===== src/rtl/div_unit.sv =====
// div_unit: iterative radix-2 signed/unsigned divider producing {remainder, quotient}
// Ports: clk/rst (async active-high); start_i, signed_i, opdata1_i (dividend),
// opdata2_i (divisor), annul_i in; result_o {rem, quo}, ready_o, busy_o, stall_o out.
module div_unit #(
  parameter int WIDTH = 32,
  parameter int CNT_W = $clog2(WIDTH + 1)
) (
  input  logic               clk,
  input  logic               rst,
  input  logic               start_i,
  input  logic               signed_i,
  input  logic [WIDTH-1:0]   opdata1_i,
  input  logic [WIDTH-1:0]   opdata2_i,
  input  logic               annul_i,
  output logic [2*WIDTH-1:0] result_o,
  output logic               ready_o,
  output logic               busy_o,
  output logic               stall_o
);
  localparam logic [2:0] IDLE = 3'd0, ZERO = 3'd1, BUSY = 3'd2, FIX = 3'd3, DONE = 3'd4;
  logic [2:0] state_q, state_d;
  logic [CNT_W-1:0] cnt_q, cnt_d;
  logic [WIDTH:0] rem_q, rem_d, rem_sh, rem_sub;
  logic [WIDTH-1:0] dvd_q, dvd_d, dvs_q, dvs_d, q_fix, r_fix, abs1, abs2;
  logic [2*WIDTH-1:0] result_q, result_d;
  logic sgn_q, sgn_d, n1_q, n1_d, n2_q, n2_d, ready_q, ready_d, busy_q, busy_d, ge;
  // dvd_q doubles as the quotient: dividend bits shift out the top while quotient bits shift in
  assign abs1 = signed_i && opdata1_i[WIDTH-1] ? -opdata1_i : opdata1_i;
  assign abs2 = signed_i && opdata2_i[WIDTH-1] ? -opdata2_i : opdata2_i;
  assign rem_sh = {rem_q[WIDTH-1:0], dvd_q[WIDTH-1]};
  assign rem_sub = rem_sh - {1'b0, dvs_q};
  assign ge = rem_sh >= {1'b0, dvs_q};
  assign q_fix = sgn_q && (n1_q ^ n2_q) ? -dvd_q : dvd_q;
  assign r_fix = sgn_q && n1_q ? -rem_q[WIDTH-1:0] : rem_q[WIDTH-1:0];
  always_comb begin
    state_d = state_q;
    cnt_d = cnt_q;
    rem_d = rem_q;
    dvd_d = dvd_q;
    dvs_d = dvs_q;
    sgn_d = sgn_q;
    n1_d = n1_q;
    n2_d = n2_q;
    result_d = result_q;
    ready_d = ready_q;
    if (annul_i && state_q != IDLE) begin
      state_d = IDLE;
      ready_d = 1'b0;
    end else begin
      case (state_q)
        IDLE: if (start_i && !annul_i) begin
          sgn_d = signed_i;
          n1_d = opdata1_i[WIDTH-1];
          n2_d = opdata2_i[WIDTH-1];
          if (opdata2_i == '0) state_d = ZERO;
          else begin
            dvd_d = abs1;
            dvs_d = abs2;
            rem_d = '0;
            cnt_d = '0;
            state_d = BUSY;
          end
        end
        ZERO: begin
          result_d = '0;
          ready_d = 1'b1;
          state_d = DONE;
        end
        BUSY: begin
          rem_d = ge ? rem_sub : rem_sh;
          dvd_d = {dvd_q[WIDTH-2:0], ge};
          cnt_d = cnt_q + CNT_W'(1);
          state_d = cnt_q == CNT_W'(WIDTH - 1) ? FIX : BUSY;
        end
        FIX: begin
          result_d = {r_fix, q_fix};
          ready_d = 1'b1;
          state_d = DONE;
        end
        DONE: if (!start_i) begin
          ready_d = 1'b0;
          state_d = IDLE;
        end
        default: state_d = IDLE;
      endcase
    end
    busy_d = state_d == ZERO || state_d == BUSY || state_d == FIX;
  end
  always_ff @(posedge clk or posedge rst) begin
    if (rst) begin
      state_q <= IDLE;
      cnt_q <= '0;
      rem_q <= '0;
      dvd_q <= '0;
      dvs_q <= '0;
      sgn_q <= 1'b0;
      n1_q <= 1'b0;
      n2_q <= 1'b0;
      result_q <= '0;
      ready_q <= 1'b0;
      busy_q <= 1'b0;
    end else begin
      state_q <= state_d;
      cnt_q <= cnt_d;
      rem_q <= rem_d;
      dvd_q <= dvd_d;
      dvs_q <= dvs_d;
      sgn_q <= sgn_d;
      n1_q <= n1_d;
      n2_q <= n2_d;
      result_q <= result_d;
      ready_q <= ready_d;
      busy_q <= busy_d;
    end
  end
  assign result_o = result_q;
  assign ready_o = ready_q;
  assign busy_o = busy_q;
  assign stall_o = start_i & ~annul_i & ~ready_q;
endmodule


===== config.mk =====
export PLATFORM = sky130hd
export DESIGN_NAME = div_unit
export DESIGN_NICKNAME = d
export VERILOG_FILES = /design/src/rtl/div_unit.sv
export SDC_FILE = /design/constraint.sdc
export NUM_CORES = 1
export LEC_CHECK = 0
export ABC_AREA = 0
export BUFFER_PORTS_ARGS = -buffer_cell sky130_fd_sc_hd__buf_2
export CORE_UTILIZATION = 35
export DETAILED_ROUTE_END_ITERATION = 16
export PLACE_DENSITY_LB_ADDON = 0.15
export SETUP_SLACK_MARGIN = 0.3
export SYNTH_ARGS = -nofsm -noshare
export SYNTH_HDL_FRONTEND = slang
export SYNTH_SLANG_ARGS = --single-unit

===== constraint.sdc =====
create_clock -name clk -period 6.75 [get_ports clk]
set_clock_uncertainty 0.15 [all_clocks]
set_input_delay 0.3375 -clock clk [delete_from_list [all_inputs] [get_ports clk]]
set_output_delay 0.3375 -clock clk [all_outputs]
set_load 0.01 [all_outputs]

==> flow_summary.yaml <==
global_route:
  antenna_found_initial: 0
  grt_pass1_wl_um: 52300
  grt_pass1_vias: 9356
  grt_overflow_total: 0
  grt_start_max_net_pins: 103
  grt_use_total: 0.202
yosys:
  yosysTopAreaCell: "dfrtp_1"
  postSynthRegisterBits: 174
  netlist_instances: 1348
  synth_cell_type_count: 74
  synth_top_cell_area_share: 0.387
  ys.flop_type: "dfrtp_1"
  synth_fp_nets: 1455
  synth_most_common_cell: "nand2_1"
  synth_edf_count: 0
  synthesis.area_um2: 11300
  avgSynthCellArea_um2: 8.35
  yosysWarnings: 0
  ys_seq_area_frac: 0.387
  netlist_top_cells_count: "nand2_1 (197), dfrtp_1 (174), o21ai_0 (136), a21oi_1 (112), nor2_1 (107)"
  ys_top_cells_by_area: "dfrtp_1 (39%), nand2_1 (6.6%), xnor2_1 (6.5%)"
  synthArstFlopShare: 1.00
timing:
  rsz0062_at_grt: "false"
  tns_ns: 0
  setup_viol: 0
  hold-worst-slack_ns: 0.0425
  relSlewSlack: 0.347
  finalCritPeriodShare: 0.621
  worst_slew_pin_slew_ns: 0.980
  fmax_mhz: 238
  hold_violations: 0
  maxSlewViolCount: 0
  period_needed_ns: 4.19
min_path:
  hold_path.class: "in -> reg"
power_and_ir_drop:
  p_int_mw: 2.01
  p_sw_frac: 0.378
  seq_power_share: 0.398
  power_density_nw_per_um2: 251
  pwr-share-comb: 0.294
  power.share.clock: 0.308
  p_sw_mw: 1.22
  p_leak_nw: 5.80
  ir_worst_vdd_uv: 192
drt:
  wl_met3_um: 1270
  vias: 9827
  viasPerCell: 5.26
  highest_layer: "met4"
  dr_wl_met2_um: 14600
  ant_nets: 0
  routed_wl_um: 32700
  first_pass_iters: 5
  drt-initial-drc-count: 603
  wl_met1_um: 16400
  wl_per_cell_um: 17.5
  drc: 0
finish:
  antenna_cells: 0
  area_growth_syn_to_layout_pct: 14.4
  final_core_util: 0.408
  design_area_um2: 12900
  stdcell_count: 1869
  final_nets: 1561
  layout-drive-gt1-share: 0.147
floorplanning:
  chipHeight_um: 181
  start_util: 0.357
  rows: 65
  die_area_um2: 32900
  die_x_um: 181
  core_region_area_um2: 31600
  io_pins: 136
setup_path:
  arrival_ns: 4.34
  crit_fanout: 50
  cp-start-kind: "input pin"
  required_ns: 6.90
  cp-end-kind: "register"
  critPathKind: "in -> reg"
cts:
  clock_latency_ns: 0.45
  ctsHoldBuffers: 5
  clk_path_buf_depth: 2
  post_cts_buffers: 0
  cts-buffers-inserted: 17
  tritoncts: "built"
  cts_sinks: 174
  root_buffer: "clkbuf_16"
  post_cts_resized: 0
  h-tree-depth: 4
  path_clk_slew_ns: 0.08
placed_design:
  dpl.cell_count: 1832
  placed_area_um2: 12200
  dp_hpwl_um: 24200
  globalplace.congestion: 0.897
  numPortBuffers: 135
status:
  status: "finished clean"
job:
  max_cap_violations: 0
## placed cells by master, fill, tap and decap left out, types with 25 or more instances in the layout
cell / count
ha_1: 37
xnor2_1: 84
o21ai_1: 60
inv_1: 57
o21ai_0: 136
a21oi_1: 111
buf_2: 135
nand2_1: 196
nor2_1: 107
dfrtp_1: 174
xor2_1: 63
nand3_1: 25
## final cells by class
type | count | area, um2
flip-flops and latches | 174 | 4350
inverters | 58 | 223
clock inverters | 15 | 144
multi-input cells | 1053 | 6420
fillers | 3297 | 18700
clock buffers | 17 | 425
repair buffers | 150 | 801
well taps | 402 | 503
## flip-flops by register name, indices dropped and copies added, names as in the netlist
name / cells
n1_q: 1
cnt_q: 6
result_o: 64
busy_o: 1
n2_q: 1
dvs_q: 32
state_q: 3
rem_q: 32
dvd_q: 32
ready_o: 1
sgn_q: 1
## worst max-delay path: stages
cell and delay, ns:
dlygate4sd3_1 0.53, buf_2 0.14, inv_1 0.07, ha_1 0.15
nor3b_1 0.30, nand3_1 0.16, nor4_2 0.52, and3_1 0.45
a21oi_4 0.11, nor2_4 0.59, buf_4 0.58, inv_1 0.19
nor2_1 0.13, a211oi_1 0.06
## routing by layer
| layer | track usage | vias up |
|---|---|---|
| met5 | 0 | - |
| met4 | 0.0485 | 0 |
| met3 | 0.0316 | 26 |
| met2 | 0.314 | 214 |
| met1 | 0.293 | 4676 |
| li1 | - | 4911 |
## logic make-up (layout without fill, tap and decap cells)
logic type	Yosys count	in the layout	synth area share
muxes	27	27	0.0244
xor gates and xnor gates	147	147	0.114
AOI/OAI and AO/OA	403	403	0.208
DFF	174	174	0.387
buffers and inverters	121	240	0.0447
and+or+nand+nor	438	438	0.178
adders and majority gates	38	38	0.0429
## path summary, 6_finish.rpt
kind                               startpoint           end  slack [ns]  depth (start not counted)
max in group asynchronous                 rst     dvs_q[27]        4.49                          4
worst max-delay path             opdata2_i[1]     dvd_q[29]        2.56                         14
worst min-delay path            opdata2_i[23]     dvs_q[23]        0.04                          3
worst min register to register   result_o[13]  result_o[13]        0.32                          2
worst max register to register       rem_q[3]     rem_q[25]        3.20                         11
min in group asynchronous                 rst  result_o[54]        0.48                          3
## power groups by stage
stage	Combinational [mW]	Sequential [mW]	Clock (mW)
floorplan	0.697	1.26	0
global placement	0.943	1.30	0
detailed placement	0.947	1.30	0
CTS	0.954	1.28	1.02
global route	1.06	1.30	1.06
finish	0.949	1.28	0.993
## through the flow
| step | setup WS [ns] | power (mW) |
|---|---|---|
| after floorplan | 1.55 | 1.96 |
| after global placement | 2.71 | 2.24 |
| after detailed placement | 2.62 | 2.25 |
| after CTS | 2.57 | 3.26 |
| after global routing | 2.15 | 3.42 |
| final | 2.56 | 3.23 |
Power figures use the tool's default switching activity.
